<file path="config.mk">
export PLATFORM = sky130hd
export DESIGN_NAME = id_ex_operand_stage
export DESIGN_NICKNAME = d
export VERILOG_FILES = /design/src/rtl/id_ex_operand_stage.sv
export SDC_FILE = /design/constraint.sdc
export NUM_CORES = 1
export LEC_CHECK = 0
export ABC_AREA = 1
export ABC_CLOCK_PERIOD_IN_PS = 13150
export CORE_AREA = 2 2 261 263
export DETAILED_ROUTE_END_ITERATION = 12
export DIE_AREA = 0 0 263 265
export GPL_ROUTABILITY_DRIVEN = 0
export PLACE_DENSITY = 0.49
export SLEW_MARGIN = 5
export SYNTH_ARGS = -nofsm -noshare
export SYNTH_HDL_FRONTEND = slang
export SYNTH_SLANG_ARGS = --single-unit
</file>
<file path="constraint.sdc">
create_clock -name clk -period 13.15 [get_ports clk]
set_clock_uncertainty 0.05 [all_clocks]
set_input_delay 3.945 -clock clk [delete_from_list [all_inputs] [get_ports clk]]
set_output_delay 3.945 -clock clk [all_outputs]
set_load 0.01 [all_outputs]
</file>
<file path="src/rtl/id_ex_operand_stage.sv">
// ID/EX pipeline boundary: resolves forwarded operands for Rn and Rm/Rd, registers them with the
// immediate choice, control word and destination, and keeps saturating hazard counters for debug.
module id_ex_operand_stage #(
  parameter int DATA_W = 64,
  parameter int CTRL_W = 16,
  parameter int CNT_W  = 16
) (
  input  logic              clk,
  input  logic              reset,
  input  logic [1:0]        WARrn,
  input  logic [1:0]        WARrm,
  input  logic [DATA_W-1:0] rf_rn_data,
  input  logic [DATA_W-1:0] rf_rm_data,
  input  logic [DATA_W-1:0] alu_result_ex,
  input  logic [DATA_W-1:0] mem_result,
  input  logic [DATA_W-1:0] shmul_result,
  input  logic [DATA_W-1:0] imm_ext,
  input  logic              use_imm,
  input  logic [CTRL_W-1:0] ctrl_in,
  input  logic [4:0]        rd_in,
  input  logic              valid_in,
  input  logic              stall,
  input  logic              flush,
  output logic [DATA_W-1:0] opa_ex,
  output logic [DATA_W-1:0] opb_ex,
  output logic [DATA_W-1:0] store_data_ex,
  output logic [CTRL_W-1:0] ctrl_ex,
  output logic [4:0]        rd_ex,
  output logic              valid_ex,
  output logic [CNT_W-1:0]  fwd_cnt,
  output logic [CNT_W-1:0]  stall_cnt,
  output logic [CNT_W-1:0]  bubble_cnt
);

  localparam logic [4:0] BUBBLE_RD = 5'd31;

  function automatic logic [DATA_W-1:0] selOperand(
    input logic [1:0]        sel,
    input logic [DATA_W-1:0] rfData,
    input logic [DATA_W-1:0] aluData,
    input logic [DATA_W-1:0] memData,
    input logic [DATA_W-1:0] shmulData
  );
    logic [DATA_W-1:0] result;
    case (sel)
      2'b01:   result = aluData;
      2'b10:   result = memData;
      2'b11:   result = shmulData;
      default: result = rfData;
    endcase
    return result;
  endfunction

  logic [DATA_W-1:0] fwdA;
  logic [DATA_W-1:0] fwdM;
  logic [DATA_W-1:0] opbNext;
  logic [CTRL_W-1:0] ctrlNext;
  logic [4:0]        rdNext;
  logic              loadEn;
  logic              anyFwd;

  always_comb begin
    fwdA     = selOperand(WARrn, rf_rn_data, alu_result_ex, mem_result, shmul_result);
    fwdM     = selOperand(WARrm, rf_rm_data, alu_result_ex, mem_result, shmul_result);
    opbNext  = use_imm ? imm_ext : fwdM;
    // An invalid slot is squashed to a no-op so it can never write back.
    ctrlNext = valid_in ? ctrl_in : '0;
    rdNext   = valid_in ? rd_in : BUBBLE_RD;
    loadEn   = !flush && !stall;
    anyFwd   = (WARrn != 2'b00) || (WARrm != 2'b00);
  end

  // Data registers are left untouched by a flush; only the control side is bubbled.
  always_ff @(posedge clk or posedge reset) begin
    if (reset) begin
      opa_ex        <= '0;
      opb_ex        <= '0;
      store_data_ex <= '0;
    end else if (loadEn) begin
      opa_ex        <= fwdA;
      opb_ex        <= opbNext;
      store_data_ex <= fwdM;
    end
  end

  always_ff @(posedge clk or posedge reset) begin
    if (reset) begin
      ctrl_ex  <= '0;
      rd_ex    <= '0;
      valid_ex <= 1'b0;
    end else if (flush) begin
      ctrl_ex  <= '0;
      rd_ex    <= BUBBLE_RD;
      valid_ex <= 1'b0;
    end else if (!stall) begin
      ctrl_ex  <= ctrlNext;
      rd_ex    <= rdNext;
      valid_ex <= valid_in;
    end
  end

  // Counter index: 0 = forwarded loads, 1 = stall cycles, 2 = bubble cycles.
  logic [2:0]       cntInc;
  logic [CNT_W-1:0] cntReg [3];

  always_comb begin
    cntInc[0] = loadEn && valid_in && anyFwd;
    cntInc[1] = !flush && stall;
    cntInc[2] = flush;
  end

  genvar gi;
  generate
    for (gi = 0; gi < 3; gi++) begin : g_cnt
      always_ff @(posedge clk or posedge reset) begin
        if (reset) begin
          cntReg[gi] <= '0;
        end else if (cntInc[gi] && (cntReg[gi] != {CNT_W{1'b1}})) begin
          cntReg[gi] <= cntReg[gi] + 1'b1;
        end
      end
    end
  endgenerate

  assign fwd_cnt    = cntReg[0];
  assign stall_cnt  = cntReg[1];
  assign bubble_cnt = cntReg[2];

endmodule

</file>
==> results of run 1 <==
-- cells in the final DEF, fill, tap and decap left out, types with 51 or more instances in the layout --
cell type / instances
or2_2: 64
a21oi_1: 128
o21ai_0: 68
nor2_1: 160
a41oi_1: 51
inv_1: 96
clkdlybuf4s50_1: 675
dfrtp_1: 262
nand2_1: 818
nand3_1: 224
-- worst min-delay path: stages, from the launching register on --
cell     delay (ps)
dfrtp_1         340
nand2_1          60
nand2_1          50
-- registers in the layout, summed over array words and instances, names as in the netlist --
| signal | count |
|---|---|
| ctrl_ex | 16 |
| bubble_cnt | 16 |
| opa_ex | 64 |
| store_data_ex | 64 |
| valid_ex | 1 |
| fwd_cnt | 16 |
| stall_cnt | 16 |
| opb_ex | 64 |
| rd_ex | 5 |
-- worst paths after layout --
kind,start,to,slack (ps),cells after the start
max,flush,opa_ex[34],6360,8
min,valid_ex,valid_ex,430,2
max reg2reg,fwd_cnt[0],fwd_cnt[15],10830,8
min reg2reg,valid_ex,valid_ex,430,2
max in group asynchronous,reset,opa_ex[20],7520,3
min in group asynchronous,reset,ctrl_ex[3],3880,2
-- through the flow --
stage / cells / hold WS [ps] / utilization [%] / power, W / worst slack, ps
floorplan: 2104 / 459 / - / 0.00129 / 1940
global placement: 3549 / 406 / 33.5 / 0.00180 / 5950
detailed placement: 3549 / 414 / 33.5 / 0.00180 / 5890
CTS: 3616 / 430 / 35.5 / 0.00293 / 6460
global route: 3626 / 449 / 35.5 / 0.00302 / 6240
finish: 3627 / 426 / 35.5 / 0.00289 / 6360
-- power by group through the flow --
| stage | Combinational, W | Sequential [W] | Clock [W] |
|---|---|---|---|
| 2_1_floorplan | 0.000242 | 0.00105 | 0 |
| 3_3_place_gp | 0.000779 | 0.00102 | 0 |
| 3_5_place_dp | 0.000783 | 0.00102 | 0 |
| 4_1_cts | 0.000787 | 0.00101 | 0.00113 |
| 5_1_grt | 0.000837 | 0.00102 | 0.00116 |
| 6_report | 0.000780 | 0.00101 | 0.00110 |
-- routing by layer --
metal	track usage, %	vias to the layer above	part of all wire [%]
met4	8.17	18	3.6
met1	26.1	8297	39
li1	-	8077	-
met5	0	-	0.14
met3	5.97	183	8.2
met2	38.1	837	49
-- final cells by class --
class                      instances  area, um^2  share of cell area [%]
antenna                           11        27.5                   0.116
clock buffer                      53        1120                    4.71
clock inverter                    14         209                   0.880
inverter                         106         408                    1.72
multi-input combinational       1616        7420                    31.3
sequential                       262        6560                    27.6
tap                              873        1090                    4.60
timing repair buffer             692        6910                    29.1
-- logic make-up after synthesis --
| logic type | Yosys count | synth area share [%] |
|---|---|---|
| DFF | 262 | 44.0 |
| xor gates and xnor gates | 21 | 1.23 |
| adders and majority gates | 3 | 0.252 |
| and+or+nand+nor | 1300 | 36.4 |
| AOI/OAI and AO/OA | 292 | 11.8 |
| buffers and inverters | 226 | 6.34 |
==> results.yml, run 1 <==
floorplanning:
  coreArea_um2: 66800
  die_h_um: 265
  start_util_pct: 22.3
  rows: 95
  fp.dieW_um: 263
  die_area_um2: 69700
  ios: 677
yosys:
  ys.flop_type: "dfrtp_1"
  yosysMostFrequentCell: "nand2_1"
  async_flop_share_pct: 100
  synth_fp_nets: 2522
  synth_top_area_share_pct: 44.0
  yosys-top-cells-area: "dfrtp_1 44%, nand2_1 21%, nand3_1 7.5%, a21oi_1 4.3%, nor2_1 4.1%"
  yosys_warnings: 0
  ys_ff_latch: 262
  synth_area_um2: 14900
  synth_common_cells: "818 x nand2_1, 262 x dfrtp_1, 224 x nand3_1"
  syn_avg_cell_area_um2: 7.08
  syn_inst: 2104
  synth_edf_count: 0
  synth_top_cell_by_area: "dfrtp_1"
  synth_seq_area_share_pct: 44.0
  synth_cell_types: 32
power:
  p_sw_share_pct: 30.7
  p_sw_w: 0.000888
  ir_drop_mv: 0.0689
  power.density_nw_per_um2: 122
  p_leak_nw: 10.3
  intPower_w: 0.00200
  power_frac_seq_pct: 34.8
  pwr-share-clk_pct: 38.1
  combPwrFrac_pct: 27.0
global_route:
  grt_pass1_wl_mm: 117
  antenna_found_initial: 19
  grt_pass1_vias: 17286
  grt_usage_pct: 22.0
  gr-total-overflow: 0
  grt_max_degree: 190
run_status:
  outcome: "finished, final reports clean"
clock_network:
  cts_tree: "built"
  clock_latency_ps: 540
  postCtsHoldBufs: 0
  h-tree-depth: 2
  cts_setup_buffers: 0
  cts_root_buf: "clkbuf_16"
  clk_pin_slew_ps: 60
  ctsLongestPathBuffers: 3
  clock_sinks: 262
  numCtsBuffers: 37
  cts_resized: 0
worst_setup_path:
  critPathBufInv: 5
  cp_common_cell: "buf_4"
  crit_required_ps: 13560
  cp.arrival_ps: 7190
  crit_fanout: 65
  cp-start-kind: "input port"
  cp_slowest_cell: "buf_4"
  slowest_delay_ps: 720
  crit_family: "buffers and inverters"
  worstSetupPathType: "input port to flip-flop"
  critPathCaptureType: "flip-flop"
  crit_chain: "clkdlybuf4s50_1 > nor2_4 > buf_4 > inv_4 > buf_4 > buf_4 > a21oi_1 > a41oi_1"
timing:
  hold_viol_final: 0
  post-route-period-util_pct: 51.6
  setup_viol: 0
  tns_ps: 0
  finalMaxSlewViolations: 0
  rsz0062_at_grt: "no"
  max_freq_ghz: 0.147
  fin_crit_ps: 6790
  tightest_slew_ps: 1310
  slew_headroom_pct: 12.4
route:
  drc_errors: 0
  postRouteWirelength_mm: 80.4
  vias: 17412
  wl_per_cell_um: 22.2
  ant_nets: 0
  dr.first_iter.drc_count: 1438
  drt_pass1_iterations: 6
  vias_per_cell: 4.80
layout:
  drive_gt1_share_pct: 6.31
  fillers: 7004
  syn_to_final_growth_pct: 59.4
  design_area_um2: 23700
  layout.nets: 3133
worst_hold_path:
  min_path_type: "flip-flop to flip-flop"
flow_run:
  maxCapViolCount: 0
placed_design:
  placed_cell_area_um2: 22400
  numPortBuffers: 676
  dp_hpwl_mm: 57.8
Power figures use the tool's default switching activity.
==> run 2: changes to the inputs <==
--- a/config.mk
+++ b/config.mk
@@ -6,12 +6,12 @@
 export NUM_CORES = 1
 export LEC_CHECK = 0
 export ABC_AREA = 1
-export ABC_CLOCK_PERIOD_IN_PS = 13150
-export CORE_AREA = 2 2 261 263
+export ABC_CLOCK_PERIOD_IN_PS = 5900
+export CORE_AREA = 2 2 262 264
 export DETAILED_ROUTE_END_ITERATION = 12
-export DIE_AREA = 0 0 263 265
+export DIE_AREA = 0 0 264 266
 export GPL_ROUTABILITY_DRIVEN = 0
-export PLACE_DENSITY = 0.49
+export PLACE_DENSITY = 0.51
 export SLEW_MARGIN = 5
 export SYNTH_ARGS = -nofsm -noshare
 export SYNTH_HDL_FRONTEND = slang
==> constraint.sdc (replaced) <==
create_clock -name clk -period 5.9 [get_ports clk]
set_clock_uncertainty 0.05 [all_clocks]
set_input_delay 1.77 -clock clk [delete_from_list [all_inputs] [get_ports clk]]
set_output_delay 1.77 -clock clk [all_outputs]
set_load 0.01 [all_outputs]
==> results.yml, run 2 (same netlist as run 1, synthesis figures left out) <==
route:
  drt_pass1_iterations: 5
  vias_per_cell: 4.76
  vias: 17372
  wl_per_cell_um: 21.8
  drc_errors: 0
  postRouteWirelength_mm: 79.5
  dr.first_iter.drc_count: 1265
  ant_nets: 0
clock_network:
  cts_root_buf: "clkbuf_16"
  h-tree-depth: 2
  cts_tree: "built"
  ctsLongestPathBuffers: 3
  cts_setup_buffers: 0
  clock_latency_ps: 540
  numCtsBuffers: 38
  clock_sinks: 262
  postCtsHoldBufs: 0
  cts_resized: 0
  clk_pin_slew_ps: 60
layout:
  reg_top3: "opa_ex x64, opb_ex x64, store_data_ex x64"
  drive_gt1_share_pct: 6.96
  layout.nets: 3148
  final_cell_mix: "818 x nand2_1, 675 x clkdlybuf4s50_1, 262 x dfrtp_1"
  syn_to_final_growth_pct: 60.8
  final_common_cell: "nand2_1"
  final_cells: 3651
  final_core_util_pct: 35.3
power:
  ir_drop_mv: 0.167
  p_leak_nw: 10.4
  power.density_nw_per_um2: 272
flow_run:
  maxCapViolCount: 0
worst_setup_path:
  critPathCaptureType: "flip-flop"
  cp.arrival_ps: 4170
  r2r-start: "fwd_cnt[0]"
  startpoint: "WARrm[0]"
  crit_required_ps: 6320
  cp-start-kind: "input port"
  worstSetupPathType: "input port to flip-flop"
  crit_fanout: 42
global_route:
  grt_pass1_vias: 17434
  gr-total-overflow: 0
  met2_usage_pct: 36.3
  grt_max_degree: 125
  busiest_layer: "met2"
  antenna_found_initial: 20
  grt_pass1_wl_mm: 114
  grt_usage_pct: 21.8
  grtUsageMet3_pct: 6.25
  met1_usage_pct: 26.2
floorplanning:
  coreArea_um2: 67700
  rows: 96
  ios: 677
  start_util_pct: 22.0
  die_h_um: 266
  die_area_um2: 70200
  fp.dieW_um: 264
timing:
  tns_ps: 0
  rsz0062_at_grt: "no"
  setup_viol: 0
  finalMaxSlewViolations: 0
  post-route-period-util_pct: 63.5
  slew_headroom_pct: 25.1
  max_freq_ghz: 0.267
  hold_viol_final: 0
  fin_crit_ps: 3750
  tightest_slew_ps: 1120
worst_hold_path:
  min_path_type: "flip-flop to flip-flop"
  min_from: "store_data_ex[40]"
run_status:
  outcome: "finished, final reports clean"
placed_design:
  dp.cells: 3572
  dp_hpwl_mm: 57.1
  numPortBuffers: 676
==> run 2: cell count changes in the layout (fill, tap and decap cells not counted), sizes merged <==
cell and change:
clkinv +3, bufinv +1, clkbuf -3, buf +14, diode -1, inv -1
clkinvlp +2
==> run 2: area by class of cell <==
| cell class | count | area [um^2] |
|---|---|---|
| repair buffers | 706 | 7060 |
| multi-input cells | 1616 | 7430 |
| inverters | 106 | 407 |
| well taps | 882 | 1100 |
| diodes | 10 | 25.0 |
| flip-flops and latches | 262 | 6560 |
| fillers | 7060 | 43800 |
| clock inverters | 19 | 265 |
| clock buffers | 50 | 1100 |
==> run 2: worst paths after layout <==
path / to / slack (ps) / cells past startpoint
min in group asynchronous: valid_ex / 1600 / 2
setup / recovery: opb_ex[63] / 2150 / 8
max in group asynchronous: opb_ex[39] / 2950 / 3
hold / removal: store_data_ex[40] / 420 / 2
setup reg to reg: fwd_cnt[10] / 3610 / 8
hold reg to reg: store_data_ex[40] / 420 / 2
==> run 2: report_power, final <==
part           switching, W  internal [W]  leakage [nW]
sequential         0.000206       0.00204          3.18
combinational      0.000848      0.000888          6.54
clock              0.000948       0.00158         0.672
total               0.00200       0.00450          10.4
==> run 2: stage by stage <==
step           total power, W  worst slack, ps  hold slack [ps]  cell area [um^2]
4_1_cts               0.00659             2140              430             23900
2_1_floorplan         0.00288              624              459             14900
5_1_grt               0.00681             2060              442             23900
3_5_place_dp          0.00401             1550              414             22600
6_report              0.00651             2150              425             23900
3_3_place_gp          0.00400             1510              415             22600
==> run 2: per-layer routing <==
layer	wire length [um]	vias to the layer above	share of wire, %
met5	100	-	0.13
met4	3320	16	4.2
met3	6480	189	8.2
li1	-	8113	-
met2	37900	792	48
met1	31700	8262	40
==> run 2: worst max-delay path: stages <==
cell,delay (ps)
clkdlybuf4s50_1,520
clkinv_2,100
buf_4,480
buf_4,550
o21ai_0,150
nand3_1,270
nand3_1,110
a21oi_1,150
==> run 3: changes to the inputs <==
--- a/config.mk
+++ b/config.mk
@@ -6,12 +6,12 @@
 export NUM_CORES = 1
 export LEC_CHECK = 0
 export ABC_AREA = 1
-export ABC_CLOCK_PERIOD_IN_PS = 5900
-export CORE_AREA = 2 2 262 264
+export ABC_CLOCK_PERIOD_IN_PS = 3600
+export CORE_AREA = 2 2 261 263
 export DETAILED_ROUTE_END_ITERATION = 12
-export DIE_AREA = 0 0 264 266
+export DIE_AREA = 0 0 263 265
 export GPL_ROUTABILITY_DRIVEN = 0
-export PLACE_DENSITY = 0.51
+export PLACE_DENSITY = 0.49
 export SLEW_MARGIN = 5
 export SYNTH_ARGS = -nofsm -noshare
 export SYNTH_HDL_FRONTEND = slang
==> constraint.sdc (replaced) <==
create_clock -name clk -period 3.6 [get_ports clk]
set_clock_uncertainty 0.05 [all_clocks]
set_input_delay 1.08 -clock clk [delete_from_list [all_inputs] [get_ports clk]]
set_output_delay 1.08 -clock clk [all_outputs]
set_load 0.01 [all_outputs]
==> results.yml, run 3 (same netlist as run 1, synthesis figures left out) <==
run_status:
  outcome: "finished, final reports clean"
layout:
  final_cells: 3661
  final_cell_mix: "818 x nand2_1, 675 x clkdlybuf4s50_1, 262 x dfrtp_1"
  reg_top3: "opa_ex x64, opb_ex x64, store_data_ex x64"
  drive_gt1_share_pct: 7.32
  final_common_cell: "nand2_1"
  layout.nets: 3167
  fillers: 6973
  syn_to_final_growth_pct: 61.8
  final_core_util_pct: 36.1
timing:
  setup_viol: 0
  max_freq_ghz: 0.355
  fin_hold_ws_ps: 427
  slew_headroom_pct: 46.9
  tightest_slew_ps: 797
  fin_crit_ps: 2810
  post-route-period-util_pct: 78.2
  hold_viol_final: 0
  rsz0062_at_grt: "no"
  finalMaxSlewViolations: 0
power:
  power_frac_seq_pct: 35.4
  p_leak_nw: 10.5
  ir_drop_mv: 0.258
  pwr-share-clk_pct: 36.9
  power.density_nw_per_um2: 432
  p_sw_share_pct: 30.7
  combPwrFrac_pct: 27.8
  p_sw_w: 0.00320
  p_total_w: 0.0104
  intPower_w: 0.00722
worst_setup_path:
  cp_slowest_cell: "clkdlybuf4s50_1"
  critPathCaptureType: "primary output"
  cp.depth: 1
  worstSetupPathType: "flip-flop to primary output"
  cp-start-kind: "flip-flop"
  reg2reg_depth: 8
  slowest_delay_ps: 770
  crit_required_ps: 2470
  crit_chain: "clkdlybuf4s50_1"
  cp.arrival_ps: 1680
  crit_fanout: 2
  crit_family: "buffers and inverters"
  critPathBufInv: 1
route:
  wl_met3_mm: 7.25
  postRouteWirelength_mm: 81.6
  wl_met1_mm: 31.7
  topRoutingLayerUsed: "met5"
  drc_errors: 0
  ant_nets: 0
  wl_met2_mm: 39.7
  dr.first_iter.drc_count: 1363
  vias_per_cell: 4.82
  wl_per_cell_um: 22.3
  vias: 17654
  drt_pass1_iterations: 8
global_route:
  antenna_found_initial: 22
  grt_pass1_vias: 17913
  grt_pass1_wl_mm: 120
  gr-total-overflow: 0
  grt_usage_pct: 22.7
  grt_max_degree: 81
floorplanning:
  die_h_um: 265
  ios: 677
  fp.dieW_um: 263
  die_area_um2: 69700
  rows: 95
  start_util_pct: 22.3
  coreArea_um2: 66800
clock_network:
  clk_pin_slew_ps: 60
  numCtsBuffers: 36
  cts_root_buf: "clkbuf_16"
  clock_sinks: 262
  postCtsHoldBufs: 0
  cts_tree: "built"
  h-tree-depth: 2
  ctsLongestPathBuffers: 3
  clock_latency_ps: 530
  cts_setup_buffers: 0
  cts_resized: 0
flow_run:
  maxCapViolCount: 0
worst_hold_path:
  min_path_cells: 2
  min_path_type: "flip-flop to flip-flop"
placed_design:
  dp.cells: 3584
  numPortBuffers: 676
  dp_hpwl_mm: 60.6
-- run 3: power by group through the flow --
stage               logic [W]  registers [W]  clock network [W]
floorplan            0.000884        0.00384                  0
global placement      0.00290        0.00372                  0
detailed placement    0.00291        0.00372                  0
CTS                   0.00293        0.00369            0.00396
global route          0.00312        0.00374            0.00409
finish                0.00289        0.00369            0.00384
-- run 3: final cells by class --
type / count / area (um^2) / area share, %
multi-input combinational: 1616 / 7420 / 30.8
sequential: 262 / 6560 / 27.2
antenna: 13 / 32.5 / 0.135
clock inverter: 9 / 149 / 0.618
tap: 873 / 1090 / 4.53
inverter: 106 / 404 / 1.68
timing repair buffer: 727 / 7340 / 30.5
clock buffer: 55 / 1100 / 4.58
-- run 3: final timing paths --
kind                                 start      endpoint  slack [ps]
worst max-delay path            opa_ex[61]    opa_ex[61]         790
worst min-delay path              valid_ex      valid_ex         430
worst max register to register  fwd_cnt[0]    fwd_cnt[9]        1240
worst min register to register    valid_ex      valid_ex         430
max in group asynchronous            reset  stall_cnt[1]        1640
min in group asynchronous            reset    fwd_cnt[9]         970
-- run 3: worst min-delay path: stages, from the launching register on --
cell     delay [ps]
dfrtp_1         340
nand2_1          50
nand2_1          50
-- run 3: metal layers --
metal	vias up	track usage (%)
met1	8476	26.8
met4	18	8.36
met3	178	7.08
met2	829	38.7
li1	8153	-
met5	-	0
-- run 3: per-stage QoR --
step	cell area, um^2	TNS, ps	setup slack (ps)
floorplan	14900	-258210	-986
global placement	22800	0	437
detailed placement	22800	0	439
CTS	24100	0	693
global route	24100	0	655
finish	24100	0	785
